==> src/rtl/dac_spi_out.sv <==
// dac_spi_out: serialises 16-bit DDS samples onto a 3-wire SPI DAC.
// SPI mode 0 (SCLK idles low, data changes on falling edges), MSB first.
// A free-running tick counter (while en=1) starts one frame per
// SAMPLE_DIV cycles. A tick that arrives while a frame is running is
// dropped and raises the sticky overrun flag.
// Optional build macro: DAC_OFFSET_BIN_EN inverts sig_in[15] at capture
// (two's complement -> offset binary).
module dac_spi_out #(
    parameter int CLK_DIV    = 2,
    parameter int SAMPLE_DIV = 100
) (
    input  logic        clk,
    input  logic        rst,
    input  logic [15:0] sig_in,
    input  logic        en,
    output logic        dac_sclk,
    output logic        dac_cs_n,
    output logic        dac_din,
    output logic        busy,
    output logic        done,
    output logic        overrun
);
    localparam int TW = (SAMPLE_DIV > 1) ? $clog2(SAMPLE_DIV) : 1;
    localparam int HW = (CLK_DIV > 1) ? $clog2(CLK_DIV) : 1;

    typedef enum logic [1:0] {IDLE, SHIFT, HOLD} state_t;

    state_t        state_q, state_d;
    logic [TW-1:0] tcnt_q, tcnt_d;
    logic [HW-1:0] hcnt_q, hcnt_d;
    logic [3:0]    bcnt_q, bcnt_d;
    logic [15:0]   sreg_q, sreg_d;
    logic          sclk_q, sclk_d;
    logic          cs_n_q, cs_n_d;
    logic          din_q, din_d;
    logic          busy_q, busy_d;
    logic          done_q, done_d;
    logic          ovr_q, ovr_d;
    logic          tick;
    logic          half_end;
    logic [15:0]   cap;

    // Sample-rate tick: counter held at zero while disabled
    always_comb begin
        tick   = en && (tcnt_q == TW'(SAMPLE_DIV - 1));
        tcnt_d = tcnt_q + TW'(1);
        if (!en || tick) tcnt_d = '0;
    end

    // Word captured at frame start, optionally converted to offset binary
    always_comb begin
        cap = sig_in;
`ifdef DAC_OFFSET_BIN_EN
        cap[15] = ~sig_in[15];
`else
`endif
    end

    // Frame sequencing: next state and next registered outputs
    always_comb begin
        state_d  = state_q;
        hcnt_d   = hcnt_q;
        bcnt_d   = bcnt_q;
        sreg_d   = sreg_q;
        sclk_d   = sclk_q;
        cs_n_d   = cs_n_q;
        din_d    = din_q;
        done_d   = 1'b0;
        ovr_d    = ovr_q | (tick && (state_q != IDLE));
        half_end = (hcnt_q == HW'(CLK_DIV - 1));
        case (state_q)
            IDLE: begin
                if (tick) begin
                    state_d = SHIFT;
                    sreg_d  = cap;
                    cs_n_d  = 1'b0;
                    din_d   = cap[15];
                    sclk_d  = 1'b0;
                    hcnt_d  = '0;
                    bcnt_d  = 4'd15;
                end
            end
            SHIFT: begin
                if (half_end) begin
                    hcnt_d = '0;
                    sclk_d = ~sclk_q;
                    // Falling edge: advance to the next bit or close the frame
                    if (sclk_q) begin
                        if (bcnt_q != 4'd0) begin
                            sreg_d = {sreg_q[14:0], 1'b0};
                            din_d  = sreg_q[14];
                            bcnt_d = bcnt_q - 4'd1;
                        end else begin
                            state_d = HOLD;
                            cs_n_d  = 1'b1;
                            din_d   = 1'b0;
                        end
                    end
                end else begin
                    hcnt_d = hcnt_q + HW'(1);
                end
            end
            HOLD: begin
                if (half_end) begin
                    hcnt_d  = '0;
                    state_d = IDLE;
                    done_d  = 1'b1;
                end else begin
                    hcnt_d = hcnt_q + HW'(1);
                end
            end
            default: state_d = IDLE;
        endcase
        busy_d = (state_d != IDLE);
    end

    // State registers with synchronous reset
    always_ff @(posedge clk) begin
        if (rst) begin
            state_q <= IDLE;
            tcnt_q  <= '0;
            hcnt_q  <= '0;
            bcnt_q  <= '0;
            sreg_q  <= '0;
            sclk_q  <= 1'b0;
            cs_n_q  <= 1'b1;
            din_q   <= 1'b0;
            busy_q  <= 1'b0;
            done_q  <= 1'b0;
            ovr_q   <= 1'b0;
        end else begin
            state_q <= state_d;
            tcnt_q  <= tcnt_d;
            hcnt_q  <= hcnt_d;
            bcnt_q  <= bcnt_d;
            sreg_q  <= sreg_d;
            sclk_q  <= sclk_d;
            cs_n_q  <= cs_n_d;
            din_q   <= din_d;
            busy_q  <= busy_d;
            done_q  <= done_d;
            ovr_q   <= ovr_d;
        end
    end

    assign dac_sclk = sclk_q;
    assign dac_cs_n = cs_n_q;
    assign dac_din  = din_q;
    assign busy     = busy_q;
    assign done     = done_q;
    assign overrun  = ovr_q;
endmodule

==> config.mk <==
export PLATFORM = sky130hd
export DESIGN_NAME = dac_spi_out
export DESIGN_NICKNAME = d
export VERILOG_FILES = /design/src/rtl/dac_spi_out.sv
export SDC_FILE = /design/constraint.sdc
export NUM_CORES = 1
export LEC_CHECK = 0
export ABC_AREA = 1
export CAP_MARGIN = 20
export CORE_ASPECT_RATIO = 1.25
export CORE_MARGIN = 4
export CORE_UTILIZATION = 53
export CTS_CLUSTER_SIZE = 28
export DETAILED_ROUTE_END_ITERATION = 10
export HOLD_SLACK_MARGIN = 0.15
export PLACE_DENSITY = 0.83
export SYNTH_ARGS = -nofsm -noshare
export SYNTH_HDL_FRONTEND = slang
export SYNTH_SLANG_ARGS = --single-unit
==> constraint.sdc <==
create_clock -name clk -period 2.3 [get_ports clk]
set_input_delay 0.23 -clock clk [delete_from_list [all_inputs] [get_ports clk]]
set_output_delay 0.23 -clock clk [all_outputs]
set_load 0.03 [all_outputs]
# After elaboration in Yosys (flattened, before gate mapping)
# Index checks and enable logic that the tools add are counted.
[classes]
n_addsub = 3
n_eq_ne = 8
mux = 31
bitwise_logic = 3
n_reduce_logical = 18
[ops]
columns = ["op", "count"]
rows = [
  ["$mux 15", 4],
  ["$pmux 15 s2", 1],
  ["$mux 4", 4],
  ["$mux 1", 11],
  ["$mux 2", 5],
  ["$ne 2x2->1 const B", 5],
  ["$reduce_and 5->1", 2],
  ["$pmux 1 s2", 4],
  ["$pmux 4 s2", 1],
  ["$reduce_bool 2->1", 4],
  ["$add 7x1->7 const B", 1],
  ["$eq 7x7->1 const B", 1],
  ["$pmux 2 s3", 1],
  ["$reduce_or 2->1", 3],
  ["$reduce_and 4->1", 1],
  ["$reduce_bool 4->1", 1],
  ["$sub 4x1->4 const B", 1],
  ["$reduce_and 3->1", 1],
  ["$eq 2x1->1 const B", 1],
  ["$eq 2x2->1 const B", 1],
  ["$logic_and 1x1->1", 2],
  ["$logic_not 2->1", 1],
  ["$not 1->1", 2],
  ["$reduce_and 2->1", 1],
  ["4 further kinds", 4],
]
[word_totals]
regBits = 35
input_bits = 19

# Logic depth before layout (Yosys ltp)
# Gate-level depths: netlist of the first run.
[depth]
word_depth = 6
ltp_mapped = 9
depth_no_buf = 9

# Least setup slack after synthesis of the first run
# No wires, ideal clock.
[synth_path]
kind = "register -> register"
start = "reg state_q[1]"
end = "reg bcnt_q[2]"
arrival_time_ps = 1457
t_required_ps = 2168
slack_ps = 711
path_stages_with_launch = 9
path_buffers = 1
path_cell_list = "dfxtp_1 -> inv_1 -> ha_1 -> nand3_1 -> o21ai_4 -> nand2_4 -> buf_2 -> nand2_1 -> a21oi_1"
[synth_between]
elab_chain_len = 3
elab_cells_between_ends = 9
[synth_lines]
columns = ["item", "line_no", "source"]
rows = [
  ["from (decl)", "28", "state_t state_q, state_d;"],
  ["from (signal assigned)", "132", "state_q <= state_d;"],
  ["$eq 2x1->1 / $logic_not 2->1 (equally long branches)", "71", "case (state_q)"],
  ["$ne 2x2->1 (no source line) / $reduce_bool 2->1 (equally long branches)", "-", ""],
  ["$reduce_and 5->1 (no source line)", "-", ""],
  ["to (signal assigned)", "135", "bcnt_q <= bcnt_d;"],
  ["to (decl)", "31", "logic [3:0] bcnt_q, bcnt_d;"],
]
# Parallel ways exist; a longest one is shown, timed or not.
# A chain may end at the register's enable or synchronous reset.

# Worst setup path after layout of the first run
[layout_path]
start = "reg tcnt_q[0]"
end = "reg sreg_q[11]"
[layout_between]
elab_chain_len = 4
[layout_lines]
columns = ["item", "line_no", "source"]
rows = [
  ["from (decl)", "29", "logic [TW-1:0] tcnt_q, tcnt_d;"],
  ["from (signal assigned)", "133", "tcnt_q <= tcnt_d;"],
  ["$eq 7x7->1", "45", "tick = en && (tcnt_q == TW'(SAMPLE_DIV - 1));"],
  ["$logic_and 1x1->1", "45", ""],
  ["$ne 2x2->1 (no source line)", "-", ""],
  ["$reduce_and 5->1 (no source line)", "-", ""],
  ["to (signal assigned)", "136", "sreg_q <= sreg_d;"],
  ["to (decl)", "32", "logic [15:0] sreg_q, sreg_d;"],
]
# No other way between the ends.

==> flow_metrics.env, run 1 <==
export IMPL_status="completed"
export IMPL_setup_worst_path_end="sreg_q[11]"
export IMPL_hold_buffers=0
export IMPL_ys_ff_latch=35
export IMPL_slew_headroom=0.654
export IMPL_synth_mux_area_frac=0
export IMPL_p_comb_frac=0.058
export IMPL_grt_overflow_total=0
export IMPL_track_usage=0.170
export IMPL_path_class="flip-flop to flip-flop"
export IMPL_row_count=22
export IMPL_syn_num_nets=275
export IMPL_firstDrtPassIters=4
export IMPL_wl_met1_mm=1.51
export IMPL_synth_edf_count=0
export IMPL_clk_latency_ps=330
export IMPL_cellPowerDensity_nw_per_um2=496
export IMPL_place_gp_congestion=0.751
export IMPL_drc_errors=0
export IMPL_slowest_delay_ps=400
export IMPL_mostFrequentLayoutCells="85 x nand2_1, 35 x dfxtp_1, 26 x nand3_1, 26 x a21oi_1, 24 x clkdlybuf4s50_1"
export IMPL_die_area_um2=4230
export IMPL_first_global_vias=1379
export IMPL_die_x_um=59.0
export IMPL_crit_path_cell_trace="ha_1, nand2_1, nor2_1, nand3_2, nand2_2, nand2_4, nand2_1, a21oi_1"
export IMPL_rr_worst_depth=8
export IMPL_cts_resized=0
export IMPL_dpl_hpwl_mm=2.35
export IMPL_worst_path_most_repeated_cell="nand2_1"
export IMPL_cts_tree="done"
export IMPL_finalCriticalPeriod_ps=1870
export IMPL_period_share=0.813
export IMPL_worst_slew_pin_slew_ps=517
export IMPL_rr_startpoint="tcnt_q[0]"
export IMPL_final_common_cell="nand2_1"
export IMPL_rsz0062_at_grt="false"
export IMPL_via_per_inst=5.15
export IMPL_crit_start="tcnt_q[0]"
export IMPL_areaGrowthSynthToFinish_pct=18.0
export IMPL_met3_length_um=178
export IMPL_met2_length_mm=1.67
export IMPL_die_h_um=71.7
export IMPL_cp_end_kind="flip-flop"
export IMPL_leakagePower_nw=0.835
export IMPL_core_area_um2=3030
export IMPL_pin_count=25
export IMPL_cp_start_kind="flip-flop"
export IMPL_synth_top_family_by_area="simple AND/OR/NAND/NOR gates"
export IMPL_grt_pass1_wl_mm=5.71
export IMPL_highest_layer="met4"
export IMPL_portBuffers=24
export IMPL_async_reset_ff_frac=0
export IMPL_num_vias=1603
export IMPL_synthSimpleGateAreaFrac=0.355
export IMPL_netlist_instances=250
export IMPL_start_util=0.568
export IMPL_first_iter_violations=95
export IMPL_synth_compound_area_frac=0.113
export IMPL_wl_mm=3.39
export IMPL_worst_r2r_endpoint="sreg_q[11]"
export IMPL_numCtsBuffers=5
export IMPL_fin_setup_tns_ps=0
export IMPL_slowest_stage="nand2_2"
export IMPL_cts_root_buf="clkbuf_4"
export IMPL_slew_violations=0
export IMPL_wire_per_inst_um=10.9
export IMPL_clock_skew_final_ps=7.20
export IMPL_synthAdderAreaFrac=0.0436
export IMPL_cts_setup_buffers=0
export IMPL_hold_violations=0
export IMPL_min_path_type="primary input to flip-flop"
export IMPL_clkPwrFrac=0.337
export IMPL_clockBufferDepth=2
export IMPL_maxCapViolCount=0
export IMPL_synth_xor_area_share=0
export IMPL_fin_area_um2=2030
export IMPL_drive_above_1_share=0.0655
export IMPL_antenna_found_initial=0
export IMPL_n_antenna_cell=0
export IMPL_syn_avg_cell_area_um2=6.88
export IMPL_fmax_mhz=535
export IMPL_swShare=0.221
export IMPL_p_seq_frac=0.604
export IMPL_clkTransAtPathRegs_ps=100
export IMPL_fin_nets=300
export IMPL_place_area_um2=1970
export IMPL_p_switching_uw=223
export IMPL_worst_r2r_setup_slack_ps=430
export IMPL_cp_arrival_ps=2090
export IMPL_yosysUniqueCellTypes=26
export IMPL_intPower_uw=784
export IMPL_critPathMaxFanout=26
export IMPL_ys_flop_type="dfxtp_1"
export IMPL_synth_area_um2=1720
export IMPL_yosys_warnings=0
export IMPL_synth_seq_area_share=0.407
export IMPL_drtAntennaViolNets=0
export IMPL_required_ps=2520
export IMPL_max_vdd_ir_drop_v=0.000427
export IMPL_setup_viol=0
export IMPL_cts_htree_levels=2
export IMPL_grt_max_degree=27
export IMPL_cts_sinks=35
==> critical path: cells and delay by family (launching register included) <==
family | cells | cell delay [ps]
compound gates | 1 | 60
fa+ha+maj | 1 | 200
flops | 1 | 370
simple gates | 6 | 1130
==> logic make-up after synthesis <==
kind of cell,Yosys count
DFF,35
buffers and inverters,32
AOI/OAI and AO/OA,35
and+or+nand+nor,142
adders and majority gates,6
==> sequential cells by signal, indices dropped and copies added (netlist names) <==
signal	count
busy	1
bcnt_q	4
sreg_q	15
half_end	1
dac_cs_n	1
tcnt_q	7
dac_sclk	1
state_q	2
overrun	1
done	1
dac_din	1
==> layer usage <==
layer / vias to the layer above / GRT usage
li1: 845 / -
met1: 709 / 0.208
met4: 0 / 0.0605
met3: 7 / 0.0486
met2: 42 / 0.281
met5: - / 0
==> synth_stat cells (2+ instances only) <==
master / number / share of area
clkbuf_1: 5 / 0.011
nand2_2: 2 / 0.0073
inv_1: 22 / 0.048
a21oi_1: 26 / 0.076
dfxtp_1: 35 / 0.41
buf_6: 2 / 0.013
nor2_1: 17 / 0.037
nor3b_1: 2 / 0.0087
nor3_1: 2 / 0.0058
o21ai_0: 5 / 0.015
and3_1: 2 / 0.0073
ha_1: 6 / 0.044
or2_2: 2 / 0.0073
nand3_1: 26 / 0.076
nand2_1: 85 / 0.19
==> worst min path at each step <==
stage / start / endpoint / slack, ps / depth (start not counted)
2_1_floorplan: sig_in[0] / sreg_q[0] / 380 / 2
3_3_place_gp: tcnt_q[0] / tcnt_q[0] / 430 / 1
3_5_place_dp: tcnt_q[0] / tcnt_q[0] / 440 / 1
4_1_cts: sig_in[0] / sreg_q[0] / 450 / 3
5_1_grt: sig_in[0] / sreg_q[0] / 460 / 3
6_report: sig_in[0] / sreg_q[0] / 450 / 3
==> final cells by class <==
type	instances	area, um^2
Timing Repair Buffer	27	263
Clock buffer	6	51.3
Clock inverter	1	5.00
Sequential cell	35	701
Multi-Input combinational cell	183	880
Fill cell	269	997
Tap cell	36	45.0
Inverter	23	86.3
==> stage by stage <==
step	setup WS, ps	cells	hold WS [ps]	total power, mW	util
CTS	435	311	447	1.02	0.671
global placement	494	304	430	0.680	0.652
finish	430	311	453	1.01	0.671
global route	185	311	457	1.05	0.671
floorplan	711	250	377	0.644	-
detailed placement	458	304	439	0.681	0.652
==> power groups by stage <==
stage                     Clock, mW  Combinational (mW)  Sequential, mW
after floorplan                   0              0.0218           0.622
after global placement            0              0.0579           0.622
after detailed placement          0              0.0588           0.622
after CTS                     0.349              0.0591           0.608
after global routing          0.372              0.0653           0.609
final                         0.339              0.0588           0.608
No activity file was read; power rests on OpenSTA's default activity.
==> run 2, diff against run 1 <==
==> constraint.sdc (replaced) <==
create_clock -name clk -period 1.74 [get_ports clk]
set_input_delay 0.174 -clock clk [delete_from_list [all_inputs] [get_ports clk]]
set_output_delay 0.174 -clock clk [all_outputs]
set_load 0.03 [all_outputs]
==> run 2 against run 1 <==
Die area is the same; sequential share of layout area decreased by 1.2 points; first-iteration DRC count down 38%; maximum frequency increased by 13%; register-to-register slack lost 340 ps; critical path type unchanged; largest cell class unchanged.
==> flow_metrics.env, run 2 (synthesis gave the netlist of run 1 again) <==
export IMPL_status="completed"
export IMPL_path_class="flip-flop to flip-flop"
export IMPL_maxCapViolCount=0
export IMPL_slew_headroom=0.794
export IMPL_min_path_cells=3
export IMPL_drtAntennaViolNets=0
export IMPL_clkTransAtPathRegs_ps=100
export IMPL_finalCriticalPeriod_ps=1650
export IMPL_p_switching_uw=282
export IMPL_core_area_um2=3030
export IMPL_dp_cells=309
export IMPL_numCtsBuffers=5
export IMPL_top_regs="sreg_q: 15 flops, tcnt_q: 7 flops, bcnt_q: 4 flops"
export IMPL_period_share=0.950
export IMPL_areaGrowthSynthToFinish_pct=22.2
export IMPL_rr_worst_depth=8
export IMPL_first_global_vias=1441
export IMPL_pin_count=25
export IMPL_cts_sinks=35
export IMPL_first_iter_violations=59
export IMPL_timing_hold_ws_ps=388
export IMPL_wire_per_inst_um=10.9
export IMPL_clock_skew_final_ps=9.55
export IMPL_required_ps=1990
export IMPL_grt_max_degree=20
export IMPL_row_count=22
export IMPL_clockBufferDepth=2
export IMPL_largest_reg_flops=15
export IMPL_cellPowerDensity_nw_per_um2=607
export IMPL_pre_cts_ws_ps=62.0
export IMPL_regMostFlops="sreg_q"
export IMPL_clk_latency_ps=340
export IMPL_start_util=0.568
export IMPL_layout_setup_ws_ps=86.4
export IMPL_die_x_um=59.0
export IMPL_leakagePower_nw=0.866
export IMPL_power_total_mw=1.28
export IMPL_grt_pass1_wl_mm=5.85
export IMPL_cp_arrival_ps=1900
export IMPL_layout_cells_non_filler=319
export IMPL_place_gp_congestion=0.788
export IMPL_p_comb_frac=0.061
export IMPL_p_seq_frac=0.631
export IMPL_slew_violations=0
export IMPL_cts_root_buf="clkbuf_4"
export IMPL_mostFrequentLayoutCells="85 x nand2_1, 35 x dfxtp_1, 26 x nand3_1, 26 x a21oi_1, 24 x clkdlybuf4s50_1"
export IMPL_firstDrtPassIters=4
export IMPL_drive_above_1_share=0.0954
export IMPL_final_common_cell="nand2_1"
export IMPL_wl_mm=3.49
export IMPL_grt_overflow_total=0
export IMPL_antenna_found_initial=0
export IMPL_cts_htree_levels=2
export IMPL_track_usage=0.177
export IMPL_fmax_mhz=605
export IMPL_min_path_type="primary input to flip-flop"
export IMPL_dpl_hpwl_mm=2.56
export IMPL_drc_errors=0
export IMPL_n_antenna_cell=0
export IMPL_cp_start_kind="flip-flop"
export IMPL_intPower_uw=993
export IMPL_hold_violations=0
export IMPL_hold_buffers=0
export IMPL_max_vdd_ir_drop_v=0.000584
export IMPL_fin_nets=309
export IMPL_die_area_um2=4230
export IMPL_critPathMaxFanout=3
export IMPL_setup_viol=0
export IMPL_die_h_um=71.7
export IMPL_clkPwrFrac=0.308
export IMPL_cp_end_kind="flip-flop"
export IMPL_num_vias=1630
export IMPL_portBuffers=24
export IMPL_swShare=0.221
export IMPL_worst_slew_pin_slew_ps=306
export IMPL_fill_cells=261
export IMPL_via_per_inst=5.11
export IMPL_cts_tree="done"
run 2: through the flow:
step | utilization | setup TNS [ps] | cell area [um^2]
CTS | 0.678 | 0 | 2050
global route | 0.694 | -41.6 | 2100
floorplan | - | 0 | 1720
detailed placement | 0.664 | 0 | 2010
finish | 0.694 | 0 | 2100
global placement | 0.664 | 0 | 2010
run 2: worst max-delay path: stages, from the launching register on:
cell and delay (ps):
dfxtp_1 370, ha_2 210, nand2_1 70, nor2_1 140, nand3_2 190, buf_4 190
o21ai_0 160, nand3_1 130, o21ai_0 120
run 2: area by class of cell:
cell class,instances,area [um^2],area share
Timing Repair Buffer,36,330,0.157
Clock buffer,6,41.3,0.0196
Multi-Input combinational cell,183,898,0.427
Inverter,23,86.3,0.0411
Tap cell,36,45.0,0.0214
Sequential cell,35,701,0.333
run 2: final timing paths:
path / slack, ps / startpoint / end
hold reg to reg: 460 / sreg_q[6] / sreg_q[6]
setup / recovery: 90 / tcnt_q[0] / busy
hold / removal: 390 / sig_in[0] / sreg_q[0]
setup reg to reg: 90 / tcnt_q[0] / busy
run 2: per-layer routing:
metal,track usage,up-vias,share of wire
li1,-,868,-
met1,0.209,724,0.45
met2,0.284,33,0.48
met3,0.0595,5,0.048
met4,0.0856,0,0.017
met5,0,-,0
run 2: power groups by stage:
stage / sequential, mW / combinational, mW / clock (mW)
after floorplan: 0.822 / 0.0288 / 0
after global placement: 0.823 / 0.0778 / 0
after detailed placement: 0.823 / 0.0774 / 0
after CTS: 0.804 / 0.0780 / 0.403
after global routing: 0.805 / 0.0877 / 0.446
final: 0.804 / 0.0777 / 0.393
run 2: repair_timing:
action,in CTS,in global routing
buffers inserted,0,4
setup endpoints to repair,0,22
resized for setup,0,4
==> run 3, diff against run 2 <==
--- a/config.mk
+++ b/config.mk
@@ -9,11 +9,11 @@
 export CAP_MARGIN = 20
 export CORE_ASPECT_RATIO = 1.25
 export CORE_MARGIN = 4
-export CORE_UTILIZATION = 53
+export CORE_UTILIZATION = 30
 export CTS_CLUSTER_SIZE = 28
 export DETAILED_ROUTE_END_ITERATION = 10
 export HOLD_SLACK_MARGIN = 0.15
-export PLACE_DENSITY = 0.83
+export PLACE_DENSITY = 0.54
 export SYNTH_ARGS = -nofsm -noshare
 export SYNTH_HDL_FRONTEND = slang
 export SYNTH_SLANG_ARGS = --single-unit
==> run 3 against run 2 <==
Register-to-register slack better by 70 ps; global-route usage down 5.1 points; clock-buffer cell count down 1; critical endpoint is now dac_sclk; hold slack better by 70 ps; worst setup slack better by 56 ps; largest power group unchanged.
==> flow_metrics.env, run 3 (synthesis gave the netlist of run 1 again) <==
export IMPL_slew_violations=0
export IMPL_period_share=0.918
export IMPL_num_vias=1599
export IMPL_cts_root_buf="clkbuf_8"
export IMPL_rr_worst_depth=7
export IMPL_die_x_um=75.7
export IMPL_cp_start_kind="flip-flop"
export IMPL_p_switching_uw=363
export IMPL_min_path_cells=1
export IMPL_p_seq_frac=0.539
export IMPL_n_antenna_cell=0
export IMPL_status="completed"
export IMPL_min_to="tcnt_q[0]"
export IMPL_cts_tree="done"
export IMPL_fin_setup_tns_ps=0
export IMPL_cts_htree_levels=2
export IMPL_crit_path_cell_trace="clkdlybuf4s50_1"
export IMPL_hold_violations=0
export IMPL_max_vdd_ir_drop_v=0.000270
export IMPL_wl_mm=3.88
export IMPL_clk_latency_ps=290
export IMPL_setup_viol=0
export IMPL_clkTransAtPathRegs_ps=80
export IMPL_drtAntennaViolNets=0
export IMPL_place_gp_congestion=0.775
export IMPL_fin_nets=306
export IMPL_regMostFlops="sreg_q"
export IMPL_final_core_util=0.395
export IMPL_fmax_mhz=626
export IMPL_intPower_mw=1.13
export IMPL_wire_per_inst_um=11.2
export IMPL_slowest_delay_ps=710
export IMPL_worst_r2r_setup_slack_ps=160
export IMPL_first_global_vias=1554
export IMPL_slew_headroom=0.756
export IMPL_antenna_found_initial=0
export IMPL_largest_reg_flops=15
export IMPL_swShare=0.243
export IMPL_min_delay_start="tcnt_q[0]"
export IMPL_worst_slew_pin_slew_ps=363
export IMPL_final_common_cell="nand2_1"
export IMPL_grt_overflow_total=0
export IMPL_portBuffers=24
export IMPL_cts_resized=0
export IMPL_top_regs="sreg_q: 15 flops, tcnt_q: 7 flops, bcnt_q: 4 flops"
export IMPL_cp_end_kind="output port"
export IMPL_grt_pass1_wl_mm=6.91
export IMPL_drc_errors=0
export IMPL_cp_top_family="buffers and inverters"
export IMPL_numCtsBuffers=5
export IMPL_clock_skew_final_ps=8.01
export IMPL_rr_startpoint="state_q[1]"
export IMPL_cts_sinks=35
export IMPL_track_usage=0.126
export IMPL_worst_r2r_endpoint="bcnt_q[2]"
export IMPL_row_count=30
export IMPL_via_per_inst=4.62
export IMPL_clockBufferDepth=2
export IMPL_dpl_hpwl_mm=2.76
export IMPL_required_ps=1570
export IMPL_p_comb_frac=0.054
export IMPL_slowest_stage="clkdlybuf4s50_1"
export IMPL_hold_buffers=0
export IMPL_cellPowerDensity_nw_per_um2=690
export IMPL_critPathMaxFanout=5
export IMPL_mostFrequentLayoutCells="85 x nand2_1, 35 x dfxtp_1, 26 x nand3_1, 26 x a21oi_1, 24 x clkdlybuf4s50_1"
export IMPL_maxCapViolCount=0
export IMPL_areaGrowthSynthToFinish_pct=25.8
export IMPL_pin_count=25
export IMPL_drive_above_1_share=0.0887
export IMPL_cts_setup_buffers=0
export IMPL_path_class="flip-flop to output port"
export IMPL_start_util=0.314
export IMPL_finalCriticalPeriod_ps=1600
export IMPL_firstDrtPassIters=4
export IMPL_cp_arrival_ps=1420
export IMPL_core_area_um2=5480
export IMPL_critPathBufInv=1
export IMPL_die_area_um2=7020
export IMPL_clkPwrFrac=0.408
export IMPL_grt_max_degree=20
export IMPL_min_path_type="flip-flop to flip-flop"
export IMPL_first_iter_violations=67
export IMPL_die_h_um=92.7
export IMPL_leakagePower_nw=0.877
[run 3: cell count changes in the layout (fill, tap and decap cells not counted), sizes merged]
cell | before | now
clkbuf | 6 | 5
buf | 12 | 9
clkinv | 0 | 1
clkinvlp | 0 | 2
[run 3: area by class of cell]
class | count | area, um^2
inverter | 23 | 86.3
tap | 64 | 80.1
sequential | 35 | 701
clock buffer | 5 | 68.8
multi-input combinational | 183 | 885
fill | 622 | 3320
clock inverter | 3 | 20.0
timing repair buffer | 33 | 324
[run 3: power groups by stage]
| stage | registers, mW | logic (mW) | clock network (mW) |
|---|---|---|---|
| 4_1_cts | 0.804 | 0.0817 | 0.634 |
| 6_report | 0.804 | 0.0803 | 0.608 |
| 3_5_place_dp | 0.823 | 0.0812 | 0 |
| 3_3_place_gp | 0.823 | 0.0821 | 0 |
| 5_1_grt | 0.804 | 0.0913 | 0.671 |
| 2_1_floorplan | 0.822 | 0.0288 | 0 |
[run 3: stage by stage]
step           total power [mW]  hold slack [ps]  std cells  setup slack (ps)  area [um^2]
2_1_floorplan             0.851              321        250               151         1720
3_3_place_gp              0.905              431        338               171         2070
3_5_place_dp              0.904              442        338               141         2070
4_1_cts                    1.52              454        346              96.1         2160
5_1_grt                    1.57              468        346             -4.74         2160
6_report                   1.49              459        346               143         2160
[run 3: how the worst max path moves through the flow]
| stage | from | end | slack (ps) | cells past startpoint |
|---|---|---|---|---|
| final | dac_sclk | dac_sclk | 140 | 1 |
| after global routing | tcnt_q[0] | sreg_q[6] | -5 | 8 |
| after CTS | tcnt_q[0] | bcnt_q[2] | 100 | 8 |
| after detailed placement | tcnt_q[0] | bcnt_q[2] | 140 | 8 |
| after global placement | tcnt_q[0] | sreg_q[7] | 170 | 8 |
| after floorplan | state_q[1] | bcnt_q[2] | 150 | 8 |
[run 3: per-layer routing]
| layer | vias to the layer above | share of wire | GRT usage |
|---|---|---|---|
| met4 | 0 | 0.016 | 0.0437 |
| met2 | 28 | 0.45 | 0.197 |
| li1 | 859 | - | - |
| met1 | 705 | 0.49 | 0.163 |
| met5 | - | 0 | 0 |
| met3 | 7 | 0.042 | 0.0358 |
